### config.mk
export PLATFORM = sky130hd
export DESIGN_NAME = game_sequencer
export DESIGN_NICKNAME = d
export VERILOG_FILES = /design/src/rtl/game_sequencer.sv
export SDC_FILE = /design/constraint.sdc
export NUM_CORES = 1
export LEC_CHECK = 0
export BUFFER_PORTS_ARGS = -buffer_cell sky130_fd_sc_hd__buf_2
export CAP_MARGIN = 20
export CORE_UTILIZATION = 35
export CTS_BUF_LIST = sky130_fd_sc_hd__clkbuf_16
export CTS_CLUSTER_SIZE = 24
export DETAILED_ROUTE_END_ITERATION = 16
export GPL_TIMING_DRIVEN = 0
export SKIP_LAST_GASP = 1
export SYNTH_ARGS = -nofsm -noshare
export SYNTH_HDL_FRONTEND = slang
export SYNTH_SLANG_ARGS = --single-unit
### constraint.sdc
create_clock -name clk -period 2 [get_ports clk]
set_input_delay 0.2 -clock clk [delete_from_list [all_inputs] [get_ports clk]]
set_output_delay 0.2 -clock clk [all_outputs]
set_load 0.1 [all_outputs]
### src/rtl/game_sequencer.sv
// -----------------------------------------------------------------------------
// game_sequencer
//   Top-level game-flow controller for breakout. It walks through the attract,
//   block reload, serve, play, life-lost, level-clear and game-over phases. It
//   owns the lives and level counters, and the score counter when that counter
//   is built in. Frame-paced waits are counted on frame_pulse.
//
//   Optional feature macro: GAME_SEQ_SCORE_EN
//     defined     -> saturating score counter, incremented by block_hit in PLAY
//     not defined -> no score register; score is tied to zero
// -----------------------------------------------------------------------------
module game_sequencer #(
    parameter int START_LIVES  = 3,
    parameter int LOST_FRAMES  = 90,
    parameter int CLEAR_FRAMES = 120,
    parameter int SCORE_W      = 10
) (
    input  logic               clk,
    input  logic               nRst,
    input  logic               frame_pulse,
    input  logic               btn_select,
    input  logic               ball_lost,
    input  logic               block_hit,
    input  logic               blocks_empty,
    input  logic               reload_done,
    output logic               blocks_reload,
    output logic               ball_hold,
    output logic               ball_launch,
    output logic               play_active,
    output logic               game_over,
    output logic [2:0]         lives,
    output logic [3:0]         level,
    output logic [SCORE_W-1:0] score
);

    typedef enum logic [2:0] {
        S_IDLE    = 3'd0,
        S_RELOAD  = 3'd1,
        S_SERVE   = 3'd2,
        S_PLAY    = 3'd3,
        S_LOST    = 3'd4,
        S_CLEARED = 3'd5,
        S_OVER    = 3'd6
    } state_e;

    localparam logic [2:0] LIVES_INIT = 3'(START_LIVES);
    localparam logic [7:0] LOST_LIM   = 8'(LOST_FRAMES);
    localparam logic [7:0] CLEAR_LIM  = 8'(CLEAR_FRAMES);

    // Button synchroniser and edge detector
    logic sel_meta_q, sel_sync_q, sel_prev_q;
    logic press_s;

    // Architectural state
    state_e     state_q, state_d;
    logic [7:0] frame_cnt_q, frame_cnt_d;
    logic [2:0] lives_q, lives_d;
    logic [3:0] level_q, level_d;
    logic       reload_q, reload_d;
    logic       hold_q, hold_d;
    logic       launch_q, launch_d;
    logic       play_q, play_d;
    logic       over_q, over_d;
`ifdef GAME_SEQ_SCORE_EN
    logic [SCORE_W-1:0] score_q, score_d;
`else
    logic               unused_block_hit_s;
    assign unused_block_hit_s = block_hit;
`endif

    // Bring the asynchronous select button into the clk domain and keep one delayed copy
    always_ff @(posedge clk or negedge nRst) begin
        if (!nRst) begin
            sel_meta_q <= 1'b0;
            sel_sync_q <= 1'b0;
            sel_prev_q <= 1'b0;
        end else begin
            sel_meta_q <= btn_select;
            sel_sync_q <= sel_meta_q;
            sel_prev_q <= sel_sync_q;
        end
    end

    assign press_s = sel_sync_q & ~sel_prev_q;

    // Next-state, counter and registered-output computation for the game flow
    always_comb begin
        state_d     = state_q;
        frame_cnt_d = frame_cnt_q;
        lives_d     = lives_q;
        level_d     = level_q;
        reload_d    = 1'b0;
        launch_d    = 1'b0;
`ifdef GAME_SEQ_SCORE_EN
        score_d     = score_q;
`endif
        case (state_q)
            S_IDLE: begin
                if (press_s) begin
                    lives_d  = LIVES_INIT;
                    level_d  = 4'd0;
`ifdef GAME_SEQ_SCORE_EN
                    score_d  = '0;
`endif
                    reload_d = 1'b1;
                    state_d  = S_RELOAD;
                end else begin
                    state_d = S_IDLE;
                end
            end
            S_RELOAD: begin
                if (reload_done) begin
                    state_d = S_SERVE;
                end else begin
                    state_d = S_RELOAD;
                end
            end
            S_SERVE: begin
                if (press_s) begin
                    launch_d = 1'b1;
                    state_d  = S_PLAY;
                end else begin
                    state_d = S_SERVE;
                end
            end
            S_PLAY: begin
`ifdef GAME_SEQ_SCORE_EN
                // A hit is scored even when it coincides with a phase change
                if (block_hit && (score_q != {SCORE_W{1'b1}})) begin
                    score_d = score_q + SCORE_W'(1);
                end else begin
                    score_d = score_q;
                end
`endif
                // Clearing the level outranks losing the ball in the same cycle
                if (blocks_empty) begin
                    frame_cnt_d = 8'd0;
                    state_d     = S_CLEARED;
                end else if (ball_lost) begin
                    if (lives_q == 3'd1) begin
                        lives_d = 3'd0;
                        state_d = S_OVER;
                    end else begin
                        lives_d     = lives_q - 3'd1;
                        frame_cnt_d = 8'd0;
                        state_d     = S_LOST;
                    end
                end else begin
                    state_d = S_PLAY;
                end
            end
            S_LOST: begin
                if (frame_pulse) begin
                    if ((frame_cnt_q + 8'd1) == LOST_LIM) begin
                        frame_cnt_d = 8'd0;
                        state_d     = S_SERVE;
                    end else begin
                        frame_cnt_d = frame_cnt_q + 8'd1;
                    end
                end else begin
                    frame_cnt_d = frame_cnt_q;
                end
            end
            S_CLEARED: begin
                if (frame_pulse) begin
                    if ((frame_cnt_q + 8'd1) == CLEAR_LIM) begin
                        frame_cnt_d = 8'd0;
                        level_d     = level_q + 4'd1;
                        reload_d    = 1'b1;
                        state_d     = S_RELOAD;
                    end else begin
                        frame_cnt_d = frame_cnt_q + 8'd1;
                    end
                end else begin
                    frame_cnt_d = frame_cnt_q;
                end
            end
            S_OVER: begin
                if (press_s) begin
                    state_d = S_IDLE;
                end else begin
                    state_d = S_OVER;
                end
            end
            default: begin
                // Unused encoding: fall back to the attract phase
                frame_cnt_d = 8'd0;
                state_d     = S_IDLE;
            end
        endcase

        // Level outputs follow the state being entered so they change with it
        hold_d = (state_d != S_PLAY);
        play_d = (state_d == S_PLAY);
        over_d = (state_d == S_OVER);
    end

    // Single state register holding the FSM, counters and all outputs
    always_ff @(posedge clk or negedge nRst) begin
        if (!nRst) begin
            state_q     <= S_IDLE;
            frame_cnt_q <= 8'd0;
            lives_q     <= LIVES_INIT;
            level_q     <= 4'd0;
            reload_q    <= 1'b0;
            hold_q      <= 1'b1;
            launch_q    <= 1'b0;
            play_q      <= 1'b0;
            over_q      <= 1'b0;
`ifdef GAME_SEQ_SCORE_EN
            score_q     <= '0;
`endif
        end else begin
            state_q     <= state_d;
            frame_cnt_q <= frame_cnt_d;
            lives_q     <= lives_d;
            level_q     <= level_d;
            reload_q    <= reload_d;
            hold_q      <= hold_d;
            launch_q    <= launch_d;
            play_q      <= play_d;
            over_q      <= over_d;
`ifdef GAME_SEQ_SCORE_EN
            score_q     <= score_d;
`endif
        end
    end

    assign blocks_reload = reload_q;
    assign ball_hold     = hold_q;
    assign ball_launch   = launch_q;
    assign play_active   = play_q;
    assign game_over     = over_q;
    assign lives         = lives_q;
    assign level         = level_q;
`ifdef GAME_SEQ_SCORE_EN
    assign score         = score_q;
`else
    assign score         = '0;
`endif

endmodule

# ---- Yosys cells after proc, flatten, opt, wreduce, memory -nomap -nowiden
# Cells that the tools add are included.
dict set report classes {
  reduce_logical 7
  n_bitwise 3
  n_eq_ne 20
  addsub 3
  mux 34
}
# op n
set op_table {}
lappend op_table {{8-bit two-way mux} 7}
lappend op_table {{3-bit two-way mux} 11}
lappend op_table {{8-bit case mux with 4 select lines} 1}
lappend op_table {{3-bit case mux with 7 select lines} 1}
lappend op_table {{8-bit by 7-bit == test with 1-bit output (second input constant)} 2}
lappend op_table {{3-bit == test (second input constant)} 4}
lappend op_table {{4-bit two-way mux} 3}
lappend op_table {{2-bit inequality test (second input constant)} 6}
lappend op_table {{3-bit by 2-bit == test with 1-bit output (second input constant)} 3}
lappend op_table {{8-bit by 1-bit adder with 8-bit output (second input constant)} 1}
lappend op_table {{4-bit case mux with 2 select lines} 1}
lappend op_table {{4-bit AND reduction} 2}
lappend op_table {{3-bit by 1-bit == test with 1-bit output (second input constant)} 2}
lappend op_table {{1-bit two-way mux} 6}
lappend op_table {{3-bit inequality test (second input constant)} 2}
lappend op_table {{3-bit case mux with 2 select lines} 1}
lappend op_table {{5-bit AND reduction} 1}
lappend op_table {{4-bit by 1-bit adder with 4-bit output (second input constant)} 1}
lappend op_table {{2-bit two-way mux} 2}
lappend op_table {{2-bit nonzero test} 2}
lappend op_table {{4-bit OR reduction} 1}
lappend op_table {{3-bit logical NOT} 1}
lappend op_table {{3-bit by 2-bit inequality test with 1-bit output (second input constant)} 1}
lappend op_table {{3-bit by 1-bit subtractor with 3-bit output (second input constant)} 1}
lappend op_table {{3 further kinds} 4}
dict set report word_totals {
  register_bits 26
  inputBits 8
}

# ---- Longest topological paths before layout
dict set report logic_depth {
  ltp_word 6
  depth_mapped 8
  mapped_depth_nobuf 8
}

# ---- Least setup slack after synthesis
# OpenSTA, ideal clock, no wires.
dict set report synth_timing {
  path_kind {register -> register}
  start {reg lives_q[0], in the netlist lives[0]}
  end {reg frame_cnt_q[3]}
  path_buffers 0
  setup_ns 0.069
  setup_slack_ns -0.078
  path_stages_with_launch 8
  arrival_ns 2.009
  cell_sequence {dfstp_2 > ha_1 > nand2b_1 > a21oi_1 > nor2b_1 > a22oi_1 > a22oi_1 > nand3_1}
}
dict set report synth_via {
  elab_chain_cells 3
}
# item line
set synth_rtl {}
lappend synth_rtl {{start: declaration} 57} ;# logic [2:0] lives_q, lives_d;
lappend synth_rtl {{start signal: assignment} 216} ;# lives_q <= lives_d;
lappend synth_rtl {{3-bit by 1-bit == test with 1-bit output} 140} ;# if (lives_q == 3'd1) begin
lappend synth_rtl {{3-bit inequality test (no source line)} n/a}
lappend synth_rtl {{5-bit AND reduction (no source line)} n/a}
lappend synth_rtl {{end signal: assignment} 215} ;# frame_cnt_q <= frame_cnt_d;
lappend synth_rtl {{end: declaration} 56} ;# logic [7:0] frame_cnt_q, frame_cnt_d;
# Every way passes these cells.
# A chain may end at the register's enable or synchronous reset.

# ---- Final worst setup path
dict set report layout_timing {
  start {reg frame_cnt_q[1]}
  end {reg level_q[3], in the netlist level[3]}
}
dict set report layout_via {
  elab_chain_cells 4
}
# item line
set layout_rtl {}
lappend layout_rtl {{8-bit by 1-bit adder with 8-bit output} 166} ;# if ((frame_cnt_q + 8'd1) == CLEAR_LIM) begin
lappend layout_rtl {{8-bit by 7-bit == test with 1-bit output} 166}
lappend layout_rtl {{2-bit inequality test (no source line)} n/a}
lappend layout_rtl {{4-bit AND reduction (no source line)} n/a}
lappend layout_rtl {{end signal: assignment} 217} ;# level_q <= level_d;
lappend layout_rtl {{end: declaration} 58} ;# logic [3:0] level_q, level_d;
# Every way passes these cells.

==> metrics.md <==
| Metric | Value |
|---|---|
| Root Buffer | `clkbuf_16` |
| Synth async-reset ratio | `100%` |
| WP data arrival | `2170 ps` |
| Register area share after synthesis | `40.8%` |
| Hold path depth | `1` |
| CTS buffer count | `3` |
| Synthesized cell area | `1600 um^2` |
| Fin cells | `262` |
| WP depth | `8` |
| CP Launch Type | `flop` |
| Top_reg_cell synth | `dfrtp_1` |
| Worst min path class | `in2reg` |
| IO Count | `30` |
| Status | `complete, no violations` |
| CP cell instances | `ha_4, nand2_4, a21oi_1, nor3b_2, buf_4, o2111ai_4, or3_1, a21oi_1` |
| Count of cell types in the netlist | `49` |
| EDFF count, synth | `0` |
| Worst VDD drop | `0.722 mV` |
| Final wirelength | `3320 um` |
| Max-cap violations | `0` |
| Most frequent cells in the layout | `21 x dfrtp_1, 20 x nand2_1, 18 x buf_2` |
| Pwr per Cell Area | `1180 nW/um^2` |
| Critical Path RT | `2190 ps` |
| Gate Count Post-Synth | `171` |
| Fin. max-slew vios | `0` |
| Worst Reg-to-Reg Cells | `8` |
| CP delay by family, top | `simple AND/OR/NAND/NOR gates` |
| Gpl congestion | `0.769` |
| Total global routing overflow | `0` |
| Clk_skew | `3.62 ps` |
| H-Tree Depth | `1` |
| Critical path's largest stage delay | `450 ps` |
| Routed len/inst | `12.7 um` |
| Vias | `1299` |
| Worst-Margin Slew | `602 ps` |
| Total Nets Final | `224` |
| Clk sinks | `26` |
| Multi-input logic area | `901 um^2` |
| Worst setup EP type | `flop` |
| Most common library cell in the layout ignoring fill and taps | `dfrtp_1` |
| Leading area contributor after synthesis | `dfrtp_1` |
| Worst Setup SP | `frame_cnt_q[1]` |
| N_diodes | `0` |
| Worst r2r src | `frame_cnt_q[1]` |
| Post-layout util | `45.6%` |
| Die H | `69.7 um` |
| Die area | `4850 um^2` |
| Row count | `24` |
| Routed Antenna Nets | `0` |
| Worst Setup Path Type | `reg2reg` |
| Max FO, Critical Path | `6` |
| Period utilization | `99.1%` |
| Largest net degree at the start of global routing | `27` |
| Minimum clock period | `1980 ps` |
| All-Layer GR Usage | `14.2%` |
| Hpwl dp | `2340 um` |
| Placed cell count | `250` |
| Slowest CP cell | `dfrtp_2` |
| Share of cells above drive strength 1 | `32.4%` |
| Die W | `69.7 um` |
| 1st-iter DRT viols | `53` |
| Final hold slack | `40.0 ps` |
| Syn Area/Cell | `9.37 um^2` |
| Clock Path Buffers | `2` |
| Top cell type's share of synthesized area | `35.9%` |
| Post-synthesis register bit count | `26` |
| Initial Util | `36.6%` |
| Core box area | `4380 um^2` |
| Clock transition at the registers of the reported paths | `60 ps` |
| IO Port Bufs | `18` |
| Storage element area | `664 um^2` |
| Final Hold Fails | `0` |
| Number of global-route vias before repair | `1165` |
| Initial antenna violation count | `0` |
| Worst-Skew Late Latency | `260 ps` |
| RSZ-0062 raised after global routing | `yes` |
| Remaining DRCs | `0` |
| Yosys warning count | `0` |
| Global-route wire length before repair | `5490 um` |
| Leakage power | `0.946 nW` |
| Crit-path most repeated cell | `a21oi_1` |
| CTS tree | `built` |
| Max Freq | `505 MHz` |
| Top cells by area, synth | `dfrtp_1 36%, o21ai_0 5.3%, dfstp_2 4.9%` |
| Synth-to-Final Area Change | `24.8%` |
| HP Start | `btn_select` |
| First drt pass iteration count | `4` |
| Worst slew margin | `59.6%` |
| Via/cell ratio | `4.96` |
| CP Buf/Inv Count | `1` |
| Fill count | `442` |
| Final setup vio count | `0` |
metrics by stage:
stage / cell area [um^2] / setup TNS (ps) / setup slack [ps] / total power [mW]
2_1_floorplan: 1660 / 0 / 32.4 / 1.67
3_3_place_gp: 1810 / -1650 / -260 / 1.86
3_5_place_dp: 1810 / -2030 / -316 / 1.87
4_1_cts: 1960 / -24.3 / -17.4 / 2.37
5_1_grt: 2000 / -126 / -43.3 / 2.50
6_report: 2000 / 0 / 18.1 / 2.36
Yosys cell counts (5+ instances only):
cell type / n
ha_1: 5
dfrtp_1: 23
inv_1: 7
o21ai_0: 17
nor2_1: 7
nand3_1: 8
nand2_1: 21
buf_4: 10
nand2b_1: 5
registers in the layout (all words and copies together) (netlist names):
| register | flops |
|---|---|
| frame_cnt_q | 8 |
| level | 4 |
| lives | 3 |
| state_q | 3 |
| ball_hold | 1 |
| ball_launch | 1 |
| blocks_reload | 1 |
| game_over | 1 |
| play_active | 1 |
| sel_meta_q | 1 |
| sel_prev_q | 1 |
| sel_sync_q | 1 |
routing by layer:
layer	vias up	wire length (um)	track usage [%]
li1	670	-	-
met1	596	1600	19.4
met2	28	1540	21.8
met3	5	132	3.20
met4	0	50	5.78
met5	-	0	0
final cells by class:
type                            count  area share, %
Buffer                             14           5.63
Clock buffer                        3           3.75
Clock inverter                      1          0.188
Inverter                            7           1.31
Multi-Input combinational cell    133           45.0
Sequential cell                    26           33.2
Tap cell                           52           3.25
Timing Repair Buffer               26           7.63
worst paths after layout:
kind                                  endpoint  slack (ps)
worst min-delay path                sel_meta_q          40
worst max register to register        level[3]          20
worst min register to register      sel_sync_q         350
worst max-delay path                  level[3]          20
min in group asynchronous       frame_cnt_q[4]         480
max in group asynchronous       frame_cnt_q[1]        1100
cells by family (layout without fill, tap and decap cells):
| logic type | count (synthesis) | in the layout | share of synthesized area [%] |
|---|---|---|---|
| DFF | 26 | 26 | 40.8 |
| buffers and inverters | 21 | 51 | 8.66 |
| muxes | 1 | 1 | 0.625 |
| other | 1 | 10 | 0.234 |
| AOI/OAI and AO/OA | 46 | 46 | 21.3 |
| adders and majority gates | 5 | 5 | 3.90 |
| and+or+nand+nor | 71 | 71 | 24.4 |
power by group:
part	leakage, nW	total, mW	switching [mW]	internal [mW]
sequential	0.336	0.742	0.0769	0.665
combinational	0.572	1.16	0.851	0.313
clock	0.0385	0.451	0.183	0.268
total	0.946	2.36	1.11	1.25
timing repair:
| action | in CTS | in global routing |
|---|---|---|
| hold buffers | 1 | 0 |
| buffers inserted | 3 | 4 |
| pin swaps | 3 | 4 |
| endpoints found under the hold margin | 23 | 0 |
| resized for setup | 9 | 4 |
| endpoints found under the setup margin | 13 | 9 |
Note: power is estimated with default switching activity, not from simulation.
